## src/rtl/pcie_cdc_pkg.sv

```systemverilog
// Shared types for the PCIe response CDC path: FIFO entry layout and field offsets.
package pcie_cdc_pkg;

  localparam int PCIE_DATA_W = 64;
  localparam int PCIE_STRB_W = PCIE_DATA_W / 8;
  localparam int PCIE_RESP_W = 73;
  localparam int LAST_BIT    = 72;
  localparam int STRB_LSB    = 64;

  typedef struct packed {
    logic                   last;
    logic [PCIE_STRB_W-1:0] strb;
    logic [PCIE_DATA_W-1:0] data;
  } pcie_resp_entry_t;

endpackage

```

## src/rtl/pcie_resp_skidbuf.sv

```systemverilog
// Two-entry circular skid buffer; push and pop may occur on the same edge.
module pcie_resp_skidbuf
  import pcie_cdc_pkg::*;
(
  input  logic             clk,
  input  logic             rst,
  input  logic             push,
  input  pcie_resp_entry_t push_data,
  input  logic             pop,
  output pcie_resp_entry_t head,
  output logic [1:0]       count
);

  pcie_resp_entry_t mem [2];
  logic             head_ptr;
  logic             tail_ptr;

  // NOTE: sequential state uses non-blocking assignments so every register
  // samples pre-edge values, independent of statement order.
  always_ff @(posedge clk or posedge rst) begin
    if (rst) begin
      head_ptr <= 1'b0;
      tail_ptr <= 1'b0;
      count    <= 2'd0;
    end else begin
      if (push) tail_ptr <= ~tail_ptr;
      if (pop)  head_ptr <= ~head_ptr;
      case ({push, pop})
        2'b10:   count <= count + 2'd1;
        2'b01:   count <= count - 2'd1;
        default: count <= count;
      endcase
    end
  end

  // NOTE: payload storage is deliberately not reset; the consumer masks the
  // head entry whenever count is zero, so stale contents are never observed.
  always_ff @(posedge clk) begin
    if (push) mem[tail_ptr] <= push_data;
  end

  assign head = mem[head_ptr];

endmodule

```

## src/rtl/pcie_resp_cdc_reader.sv

```systemverilog
// Pops the PCIe response CDC FIFO into a valid/ready beat stream, tracking packets
// and forcing a last flag on packets that run past MAX_BEATS.
module pcie_resp_cdc_reader
  import pcie_cdc_pkg::*;
#(
  parameter int DATA_W    = 64,
  parameter int MAX_BEATS = 16,
  parameter int CNT_W     = 16
) (
  input  logic                    i_clk,
  input  logic                    i_rst,
  output logic                    o_rd,
  input  logic [DATA_W+DATA_W/8:0] i_rdata,
  input  logic                    i_rempty,
  output logic                    o_resp_valid,
  input  logic                    i_resp_ready,
  output logic [DATA_W-1:0]       o_resp_data,
  output logic [DATA_W/8-1:0]     o_resp_strb,
  output logic                    o_resp_last,
  output logic                    o_overrun,
  output logic [CNT_W-1:0]        o_pkt_cnt
);

  localparam int                BEAT_W   = (MAX_BEATS > 1) ? $clog2(MAX_BEATS) : 1;
  localparam logic [BEAT_W-1:0] BEAT_MAX = BEAT_W'(MAX_BEATS - 1);

  pcie_resp_entry_t  head;
  logic [1:0]        count;
  logic              rd_pend;
  logic [2:0]        occ;
  logic              pop;
  logic              forced;
  logic [BEAT_W-1:0] beat_cnt;

  pcie_resp_skidbuf u_skidbuf (
    .clk       (i_clk),
    .rst       (i_rst),
    .push      (rd_pend),
    .push_data (pcie_resp_entry_t'(i_rdata)),
    .pop       (pop),
    .head      (head),
    .count     (count)
  );

  assign o_resp_valid = (count != 2'd0);
  assign pop          = o_resp_valid && i_resp_ready;

  // A read already in flight owns a buffer slot, so credit counts it too.
  assign occ  = {1'b0, count} + {2'b00, rd_pend};
  assign o_rd = !i_rst && !i_rempty && ((occ < 3'd2) || ((occ == 3'd2) && pop));

  assign forced      = o_resp_valid && (beat_cnt == BEAT_MAX) && !head.last;
  assign o_resp_last = o_resp_valid && (head.last || forced);
  assign o_resp_data = o_resp_valid ? head.data : '0;
  assign o_resp_strb = o_resp_valid ? head.strb : '0;

  always_ff @(posedge i_clk or posedge i_rst) begin
    if (i_rst) begin
      rd_pend   <= 1'b0;
      beat_cnt  <= '0;
      o_overrun <= 1'b0;
      o_pkt_cnt <= '0;
    end else begin
      rd_pend <= o_rd;
      if (pop) begin
        if (o_resp_last) begin
          beat_cnt  <= '0;
          o_pkt_cnt <= o_pkt_cnt + 1'b1;
        end else begin
          beat_cnt <= beat_cnt + 1'b1;
        end
        if (forced) o_overrun <= 1'b1;
      end
    end
  end

endmodule

```

## config.mk

```make
export PLATFORM = sky130hd
export DESIGN_NAME = pcie_resp_cdc_reader
export DESIGN_NICKNAME = d
export VERILOG_FILES = /design/src/rtl/pcie_cdc_pkg.sv /design/src/rtl/pcie_resp_skidbuf.sv /design/src/rtl/pcie_resp_cdc_reader.sv
export SDC_FILE = /design/constraint.sdc
export NUM_CORES = 1
export LEC_CHECK = 0
export BUFFER_PORTS_ARGS = -buffer_cell sky130_fd_sc_hd__buf_2
export CAP_MARGIN = 20
export CORE_MARGIN = 3
export CORE_UTILIZATION = 50
export CTS_CLUSTER_DIAMETER = 150
export DETAILED_ROUTE_END_ITERATION = 12
export PLACE_DENSITY = 0.78
export SLEW_MARGIN = 20
export SYNTH_ARGS = -nofsm -noshare
export SYNTH_HDL_FRONTEND = slang
export SYNTH_SLANG_ARGS = --single-unit
```

## constraint.sdc

```tcl
create_clock -name i_clk -period 4.6 [get_ports i_clk]
set_clock_uncertainty 0.05 [all_clocks]
set_input_delay 0.46 -clock i_clk [delete_from_list [all_inputs] [get_ports i_clk]]
set_output_delay 0.46 -clock i_clk [all_outputs]
set_load 0.02 [all_outputs]
```

==> results of run 1 <==
[synthesized netlist by cell type]
cell type / count
a211oi_2: 2
a21o_1: 2
a21oi_1: 1
a22o_1: 1
a31oi_1: 1
and2_1: 2
and3_1: 4
and4_1: 2
buf_1: 5
buf_2: 9
clkbuf_1: 3
dfrtp_1: 26
edfxtp_1: 146
ha_1: 6
inv_1: 6
mux2_2: 1
mux2i_1: 73
nand2_1: 7
nand2b_1: 1
nand3_1: 11
nand4_1: 4
nor2_1: 80
nor2b_1: 1
nor3_1: 2
o21ai_0: 3
o21ai_1: 1
xnor2_1: 16
xor2_1: 4
[how the worst min path moves through the flow]
stage	startpoint	end	slack [ns]
detailed placement	o_overrun$_DFFE_PP0P_	o_overrun$_DFFE_PP0P_	0.43
global route	i_rst	rd_pend$_DFF_PP0_	0.13
CTS	i_rempty	rd_pend$_DFF_PP0_	0.15
floorplan	u_skidbuf.tail_ptr$_DFFE_PP0P_	u_skidbuf.tail_ptr$_DFFE_PP0P_	0.40
finish	i_rst	beat_cnt[1]$_DFFE_PP0P_	0.09
global placement	o_pkt_cnt[15]$_DFFE_PP0P_	o_pkt_cnt[15]$_DFFE_PP0P_	0.41
[state kept, by name, indices dropped and copies added, names as in the netlist]
name,flops
u_skidbuf.head_ptr,1
o_pkt_cnt,16
u_skidbuf.count,2
u_skidbuf.tail_ptr,1
rd_pend,1
beat_cnt,4
u_skidbuf.mem,146
o_overrun,1
[cell type report]
class,instances,area [µm²]
multi-input cells,225,1570
inverters,6,22.5
clock buffers,19,433
repair buffers,172,871
flip-flops and latches,172,5040
clock inverters,13,119
well taps,172,215
fillers,987,4550
[worst max-delay path: cells and delay by family, from the launching register on]
kind | cells | cell delay (ns)
DFF | 1 | 1.00
buffers and inverters | 2 | 0.74
muxes | 1 | 0.32
and+or+nand+nor | 1 | 0.08
[per-stage QoR]
| stage | utilization | setup WS [ns] |
|---|---|---|
| after global routing | 0.645 | 1.37 |
| after global placement | 0.602 | 1.94 |
| after detailed placement | 0.602 | 1.96 |
| after CTS | 0.645 | 1.49 |
| final | 0.645 | 1.52 |
| after floorplan | - | 0.554 |
[layer usage]
layer | wire length, µm | global-route usage | vias to the layer above
met5 | 17 | 0 | -
met4 | 247 | 0.0910 | 2
met3 | 1170 | 0.0752 | 22
met2 | 6460 | 0.299 | 155
met1 | 5100 | 0.214 | 1940
li1 | - | - | 1894
[power breakdown]
| part | internal, µW | switching, µW |
|---|---|---|
| Combinational | 628 | 1110 |
| Sequential | 1920 | 215 |
| Clock | 748 | 569 |
[cells by family (layout without fill, tap and decap cells)]
| family | Yosys count | count (layout) | synth area share |
|---|---|---|---|
| flip-flops | 172 | 172 | 0.753 |
| AND/OR/NAND/NOR | 114 | 114 | 0.0724 |
| multiplexers | 74 | 74 | 0.111 |
| buffers and inverters | 23 | 210 | 0.0146 |
| XOR/XNOR | 20 | 20 | 0.0262 |
| AO/OA/AOI/OAI | 11 | 11 | 0.0120 |
| adder cells (fa/ha/maj) | 6 | 6 | 0.0112 |
==> flow_summary.json, run 1 <==
{
  "outcome": "complete, no violations",
  "hold_ws_ns": 0.0886,
  "slew_violations": 0,
  "fin_cells": 779,
  "drt-initial-drc-count": 274,
  "cts.repair_timing.setup_buffer_count": 0,
  "cts-resized-gates": 0,
  "die_h_um": 122,
  "crit_slowest_cell": "dfrtp_4",
  "regToRegEndpoint": "o_pkt_cnt[15]$_DFFE_PP0P_",
  "num_io_pins": 169,
  "fmax_ghz": 0.325,
  "wl_mm": 13.0,
  "cts_tree": "yes",
  "path_class": "flip-flop to output port",
  "clkTransAtPathRegs_ns": 0.06,
  "tns_ns": 0,
  "gp_congestion": 0.792,
  "dp_hpwl_mm": 8.58,
  "rsz0062_at_grt": "false",
  "arrival_ns": 2.57,
  "min_path_type": "primary input to async pin",
  "r2r_setup_slack_ns": 2.16,
  "drive_gt1_frac": 0.341,
  "final_common_cell": "buf_2",
  "cts-root-buf": "clkbuf_16",
  "dr.pass1.iters": 4,
  "via_count": 4013,
  "cellLeakagePower_uw": 0.00349,
  "ys_seq_area_frac": 0.753,
  "rr_worst_depth": 4,
  "hold_violations": 0,
  "cts_max_path_buffers": 2,
  "synth_cells": 420,
  "syn_avg_cell_area_um2": 15.9,
  "yosys_warnings": 0,
  "relSlewSlack": 0.331,
  "cp_max_fo": 49,
  "power_uw": 5190,
  "cap_viol_max_count": 0,
  "portBuffers": 168,
  "grt_pass1_vias": 4291,
  "grt_pass1_wl_mm": 20.8,
  "dpl_cell_area_mm2": 0.00772,
  "critical_path.startpoint_type": "flip-flop",
  "worstMarginPinSlew_ns": 1.00,
  "layout_common_cells": "buf_2, edfxtp_1, nor2_1, mux2i_1, dfrtp_1",
  "cp.required_ns": 4.09,
  "vias_per_cell": 5.15,
  "stdcell_area_mm2": 0.00827,
  "num_antenna_cells": 0,
  "row_count": 41,
  "htreeDepth": 4,
  "end_kind": "output port",
  "die_area_mm2": 0.0148,
  "dpl.cell_count": 747,
  "drc": 0,
  "period_minus_slack_ns": 3.08,
  "synth_top_area_frac": 0.655,
  "start_util": 0.522,
  "period_share": 0.668,
  "wire_per_inst_um": 16.7,
  "ir_worst_vdd_v": 0.000359,
  "setup_violations": 0,
  "area_delta_synth_final_pct": 23.7,
  "detail-route-antenna-nets": 0,
  "grt_antenna_before_repair": 1,
  "synth_seq_cells": 172,
  "synthTopCellsByArea": "edfxtp_1, mux2i_1, dfrtp_1",
  "critPathLaunch": "u_skidbuf.head_ptr$_DFFE_PP0P_",
  "numCtsBuffers": 17,
  "grt_max_degree": 74,
  "clock_sinks": 172,
  "synth_cell_type_count": 28,
  "path_cells": "buf_4, mux2i_1, nor2_1, buf_2",
  "clk_latency_ns": 0.42,
  "endpoint": "o_resp_strb[7]",
  "reg2reg_from": "u_skidbuf.head_ptr$_DFFE_PP0P_",
  "cts_hold_buf": 0,
  "yosys.area.top_type": "edfxtp_1",
  "layout.nets": 677,
  "p_per_area_mw_per_mm2": 627,
  "critPathMaxStageDelay_ns": 1.00,
  "grtUsageTotal": 0.185,
  "die_w_um": 122,
  "syn_area_mm2": 0.00669,
  "gr-total-overflow": 0,
  "core_region_area_mm2": 0.0128,
  "syn_nets": 503
}
Note: power is estimated with default switching activity, not from simulation.
==> run 2, diff against run 1 <==
==> constraint.sdc (replaced) <==
create_clock -name i_clk -period 3.15 [get_ports i_clk]
set_clock_uncertainty 0.05 [all_clocks]
set_input_delay 0.315 -clock i_clk [delete_from_list [all_inputs] [get_ports i_clk]]
set_output_delay 0.315 -clock i_clk [all_outputs]
set_load 0.02 [all_outputs]
==> run 2 against run 1 <==
Against the previous run:
- total power is 47% higher
- global-route usage is 0.67 points lower
- via count is 1.4% lower
- cell count is 0.26% higher
- combinational power is 56% higher
- critical path depth is 2 higher
- die area stayed put
- first-iteration DRC count is 17% lower
- cell area is 0.51% higher
- critical endpoint is now o_rd
- largest cell class unchanged
==> flow_summary.json, run 2 (synthesized netlist as in run 1, its figures left out) <==
{
  "hold_violations": 0,
  "fin_cells": 781,
  "power.internal_uw": 4850,
  "dp_hpwl_mm": 8.55,
  "layout_common_cells": "buf_2, edfxtp_1, nor2_1, mux2i_1, dfrtp_1",
  "gr-total-overflow": 0,
  "wl_mm": 12.8,
  "row_count": 41,
  "cts_max_path_buffers": 2,
  "period_share": 0.763,
  "cp_max_fo": 5,
  "fillers": 955,
  "layout.nets": 679,
  "end_kind": "output port",
  "path_common_cell": "ha_1",
  "grtUsageTotal": 0.178,
  "hold_ws_ns": 0.0289,
  "tns_ns": 0,
  "via_count": 3956,
  "cellLeakagePower_uw": 0.00350,
  "clock_sinks": 172,
  "top_register": "u_skidbuf.mem",
  "worst-path-buf-inv": 2,
  "p_clk_frac": 0.255,
  "path_delay_family": "flip-flops",
  "die_w_um": 122,
  "core_region_area_mm2": 0.0128,
  "grt_pass1_vias": 4003,
  "final_common_cell": "buf_2",
  "stdcell_area_mm2": 0.00832,
  "rsz0062_at_grt": "false",
  "drt-initial-drc-count": 228,
  "layout_setup_ws_ns": 0.746,
  "numCtsBuffers": 17,
  "p_per_area_mw_per_mm2": 916,
  "cts-root-buf": "clkbuf_16",
  "seqPwrFrac": 0.389,
  "cts-resized-gates": 0,
  "clk_latency_ns": 0.42,
  "clkTransAtPathRegs_ns": 0.07,
  "dpl.cell_count": 748,
  "detail-route-antenna-nets": 0,
  "grt_max_degree": 74,
  "grt_pass1_wl_mm": 20.1,
  "grt_antenna_before_repair": 1,
  "num_antenna_cells": 0,
  "dr.pass1.iters": 4,
  "dp_slack_ns": 1.18,
  "arrival_ns": 2.04,
  "setup_violations": 0,
  "gp_congestion": 0.759,
  "drive_gt1_frac": 0.342,
  "biggestRegsByFlops": "u_skidbuf.mem: 146 flops, o_pkt_cnt: 16 flops, beat_cnt: 4 flops",
  "largest_reg_flops": 146,
  "slew_violations": 0,
  "path_class": "flip-flop to output port",
  "area_delta_synth_final_pct": 24.3,
  "period_minus_slack_ns": 2.40,
  "worstMarginPinSlew_ns": 1.01,
  "cts_tree": "yes",
  "crit_slowest_cell": "dfrtp_1",
  "portBuffers": 168,
  "die_h_um": 122,
  "cp.required_ns": 2.78,
  "drc": 0,
  "outcome": "complete, no violations",
  "wire_per_inst_um": 16.3,
  "combPwrFrac": 0.356,
  "critPathMaxStageDelay_ns": 0.48,
  "path_cells": "ha_1, inv_1, ha_1, a31oi_1, nor3_1, buf_2",
  "vias_per_cell": 5.07,
  "dpl_cell_area_mm2": 0.00775,
  "htreeDepth": 4,
  "min_path_type": "primary input to flip-flop",
  "start_util": 0.522,
  "die_area_mm2": 0.0148,
  "switching_share": 0.364,
  "num_io_pins": 169,
  "p_sw_uw": 2770,
  "relSlewSlack": 0.325,
  "critical_path.startpoint_type": "flip-flop",
  "ir_worst_vdd_v": 0.000529,
  "cap_viol_max_count": 0,
  "fmax_ghz": 0.416
}
## run 2: changes by cell type in the layout (fill, tap and decap cells not counted), sizes merged
cell	change
clkbuf	+1
clkinvlp	+3
dlygate4sd3	+1
inv	+1
buf	+1
clkinv	-5
## run 2: worst paths after layout
path	start	end	slack (ns)	depth (start not counted)
max	u_skidbuf.count[0]$_DFFE_PP0P_	o_rd	0.75	6
min	i_rempty	rd_pend$_DFF_PP0_	0.03	2
max reg2reg	rd_pend$_DFF_PP0_	u_skidbuf.mem[0][45]$_DFFE_PP_	1.28	3
min reg2reg	o_overrun$_DFFE_PP0P_	o_overrun$_DFFE_PP0P_	0.42	1
max in group asynchronous	i_rst	u_skidbuf.head_ptr$_DFFE_PP0P_	2.07	3
min in group asynchronous	i_rst	o_pkt_cnt[14]$_DFFE_PP0P_	0.49	3
## run 2: stage by stage
| stage | power (µW) | utilization |
|---|---|---|
| after floorplan | 4850 | - |
| after global placement | 5700 | 0.605 |
| after detailed placement | 5750 | 0.605 |
| after CTS | 7700 | 0.648 |
| after global routing | 8000 | 0.648 |
| final | 7620 | 0.648 |
## run 2: power groups by stage
stage | Sequential (µW) | Combinational (µW) | Clock (µW)
3_5_place_dp | 3010 | 2740 | 0
4_1_cts | 2960 | 2750 | 1980
5_1_grt | 2990 | 2920 | 2090
2_1_floorplan | 3000 | 1850 | 0
3_3_place_gp | 2990 | 2710 | 0
6_report | 2960 | 2710 | 1950
## run 2: timing repair
item                      in CTS  in global routing
setup buffers                  0                  0
hold endpoints to repair       0                 26
hold buffers                   0                  1
## run 2: area by class of cell
cell class	instances	area (µm²)	area share
tap	172	215	0.0259
sequential	172	5040	0.606
clock inverter	12	115	0.0138
clock buffer	20	437	0.0525
multi-input combinational	225	1570	0.189
inverter	6	22.5	0.00271
timing repair buffer	174	913	0.110
## run 2: worst register-to-register path: cells and delay by family (launching register included)
family	cells	cell delay [ns]
and+or+nand+nor	1	0.57
DFF	1	0.41
buffers and inverters	2	0.48
## run 2: routing by layer
layer,part of all wire,track usage
met3,0.075,0.0645
met4,0.015,0.0644
met1,0.41,0.221
met2,0.50,0.290
met5,0.0014,0
==> run 3, diff against run 2 <==
--- a/config.mk
+++ b/config.mk
@@ -5,6 +5,7 @@
 export SDC_FILE = /design/constraint.sdc
 export NUM_CORES = 1
 export LEC_CHECK = 0
+export ABC_AREA = 1
 export BUFFER_PORTS_ARGS = -buffer_cell sky130_fd_sc_hd__buf_2
 export CAP_MARGIN = 20
 export CORE_MARGIN = 3
==> constraint.sdc (replaced) <==
create_clock -name i_clk -period 2.3 [get_ports i_clk]
set_clock_uncertainty 0.05 [all_clocks]
set_input_delay 0.23 -clock i_clk [delete_from_list [all_inputs] [get_ports i_clk]]
set_output_delay 0.23 -clock i_clk [all_outputs]
set_load 0.02 [all_outputs]
==> run 3 against run 2 <==
Against the previous run:
- combinational power increased by 56%
- total power increased by 44%
- clock power increased by 42%
- critical path depth decreased by 2
- count of clock-buffer cells in the layout decreased by 3
- via count increased by 29%
- die area increased by 2.7%
- area after synthesis increased by 2.9%
- first-iteration DRC count increased by 40%
- cell area increased by 11%
- sequential share of layout area decreased by 6.3 points
- sequential power increased by 36%
- critical path type unchanged
- critical endpoint is now o_resp_data[38]
==> flow_summary.json, run 3 <==
{
  "largest_reg_flops": 146,
  "grtUsageTotal": 0.222,
  "clkTransAtPathRegs_ns": 0.06,
  "hold_violations": 0,
  "synth_cell_type_count": 26,
  "htreeDepth": 4,
  "critical_path.startpoint_type": "flip-flop",
  "setup_violations": 0,
  "dr.pass1.iters": 5,
  "cap_viol_max_count": 0,
  "synth_cells": 585,
  "cellLeakagePower_uw": 0.00384,
  "gp_congestion": 0.842,
  "period_minus_slack_ns": 2.15,
  "tns_ns": 0,
  "row_count": 42,
  "cp.required_ns": 2.02,
  "grt_pass1_wl_mm": 25.6,
  "numCtsBuffers": 17,
  "clk_latency_ns": 0.41,
  "yosysMostFrequentCell": "nand2_1",
  "cp_max_fo": 41,
  "min_path_type": "primary input to flip-flop",
  "cts-root-buf": "clkbuf_16",
  "syn_nets": 668,
  "fin_cells": 1018,
  "ys.flop_type": "edfxtp_1",
  "wire_per_inst_um": 15.9,
  "gr-total-overflow": 0,
  "synth_top_area_frac": 0.637,
  "layout_setup_ws_ns": 0.150,
  "arrival_ns": 1.87,
  "path_class": "flip-flop to output port",
  "start_util": 0.516,
  "portBuffers": 168,
  "end_kind": "output port",
  "dpl.cell_count": 913,
  "cts_max_path_buffers": 2,
  "period_share": 0.935,
  "detail-route-antenna-nets": 0,
  "cts.repair_timing.setup_buffer_count": 0,
  "worstMarginPinSlew_ns": 0.491,
  "cts_tree": "yes",
  "top_register": "u_skidbuf.mem",
  "grt_antenna_before_repair": 0,
  "hold_ws_ns": 0.0289,
  "wl_mm": 16.2,
  "outcome": "complete, no violations",
  "slew_violations": 0,
  "fmax_ghz": 0.465,
  "fin_util": 0.695,
  "num_io_pins": 169,
  "die_w_um": 123,
  "relSlewSlack": 0.672,
  "yosys_warnings": 0,
  "synthTopCellsByCount": "nand2_1, edfxtp_1, a21oi_1",
  "grt_max_degree": 75,
  "p_per_area_mw_per_mm2": 1190,
  "ys_seq_area_frac": 0.732,
  "drc": 0,
  "final_common_cell": "nand2_1",
  "syn_area_mm2": 0.00688,
  "async_flop_share": 0.151,
  "clock_sinks": 172,
  "area_delta_synth_final_pct": 34.7,
  "dp_slack_ns": 0.553,
  "layout_common_cells": "nand2_1, buf_2, edfxtp_1, a21oi_1, dlygate4sd3_1",
  "num_antenna_cells": 0,
  "cts_hold_buf": 74,
  "biggestRegsByFlops": "u_skidbuf.mem: 146 flops, o_pkt_cnt: 16 flops, beat_cnt: 4 flops",
  "die_area_mm2": 0.0152,
  "vias_per_cell": 5.01,
  "via_count": 5100,
  "drive_gt1_frac": 0.260,
  "die_h_um": 123,
  "synth-edff-count": 146,
  "layout.nets": 913,
  "dp_hpwl_mm": 9.71,
  "cts-resized-gates": 0,
  "core_region_area_mm2": 0.0133,
  "rsz0062_at_grt": "false",
  "yosys.area.top_type": "edfxtp_1",
  "syn_avg_cell_area_um2": 11.8,
  "ir_worst_vdd_v": 0.000752,
  "drt-initial-drc-count": 319,
  "synth_seq_cells": 172,
  "grt_pass1_vias": 5249,
  "synthTopCellsByArea": "edfxtp_1, nand2_1, dfrtp_1"
}
==> run 3: cell types whose count changed after synthesis, moves of 6 or more <==
cell     delta
a21oi_1    +73
buf_2       +6
inv_1      +23
mux2i_1    -73
nand2_1   +207
nor2_1     -57
xnor2_1    -14
==> run 3: cell type report <==
type	instances	area, µm²
clock inverter	14	146
fill	949	4080
multi-input combinational	356	1600
timing repair buffer	253	1730
sequential	172	5040
clock buffer	17	425
tap	176	220
inverter	30	116
==> run 3: cells by family (layout without fill, tap and decap cells) <==
family,Yosys count,in the layout,synth area share
AOI/OAI and AO/OA,85,85,0.0629
and+or+nand+nor,258,258,0.148
DFF,172,172,0.732
buffers and inverters,57,314,0.0376
xor gates and xnor gates,7,7,0.00891
adders and majority gates,6,6,0.0109
==> run 3: worst paths after layout <==
kind / start / to / slack [ns] / cells past startpoint
min in group asynchronous: i_rst / beat_cnt[2]$_DFFE_PP0P_ / 0.30 / 3
min reg2reg: o_overrun$_DFFE_PP0P_ / o_overrun$_DFFE_PP0P_ / 0.45 / 1
max in group asynchronous: i_rst / o_pkt_cnt[2]$_DFFE_PP0P_ / 1.32 / 4
min: i_rempty / rd_pend$_DFF_PP0_ / 0.03 / 3
max: u_skidbuf.count[0]$_DFFE_PP0P_ / o_resp_data[38] / 0.15 / 4
max reg2reg: u_skidbuf.tail_ptr$_DFFE_PP0P_ / u_skidbuf.mem[1][2]$_DFFE_PP_ / 0.63 / 3
==> run 3: worst max-delay path, stage by stage (launching register included) <==
cell	delay, ns
dfrtp_1	0.45
nor2_4	0.23
buf_4	0.42
a21oi_1	0.11
buf_2	0.20
==> run 3: routing by layer <==
layer | track usage | up-vias | routed length, µm
li1 | - | 2470 | -
met1 | 0.262 | 2427 | 6480
met2 | 0.390 | 171 | 8430
met3 | 0.0526 | 32 | 844
met4 | 0.0913 | 0 | 408
met5 | 0 | - | 0
==> run 3: where the power goes <==
part / total (µW) / switching (µW) / internal [µW]
Clock: 2760 / 1160 / 1600
Sequential: 4020 / 187 / 3830
Combinational: 4230 / 2920 / 1310
Total: 11000 / 4270 / 6740
==> run 3: through the flow <==
| step | total power (µW) | cell area (µm²) |
|---|---|---|
| after floorplan | 6780 | 6890 |
| after global placement | 8110 | 7960 |
| after detailed placement | 8210 | 7960 |
| after CTS | 11100 | 9270 |
| after global routing | 11600 | 9270 |
| final | 11000 | 9270 |
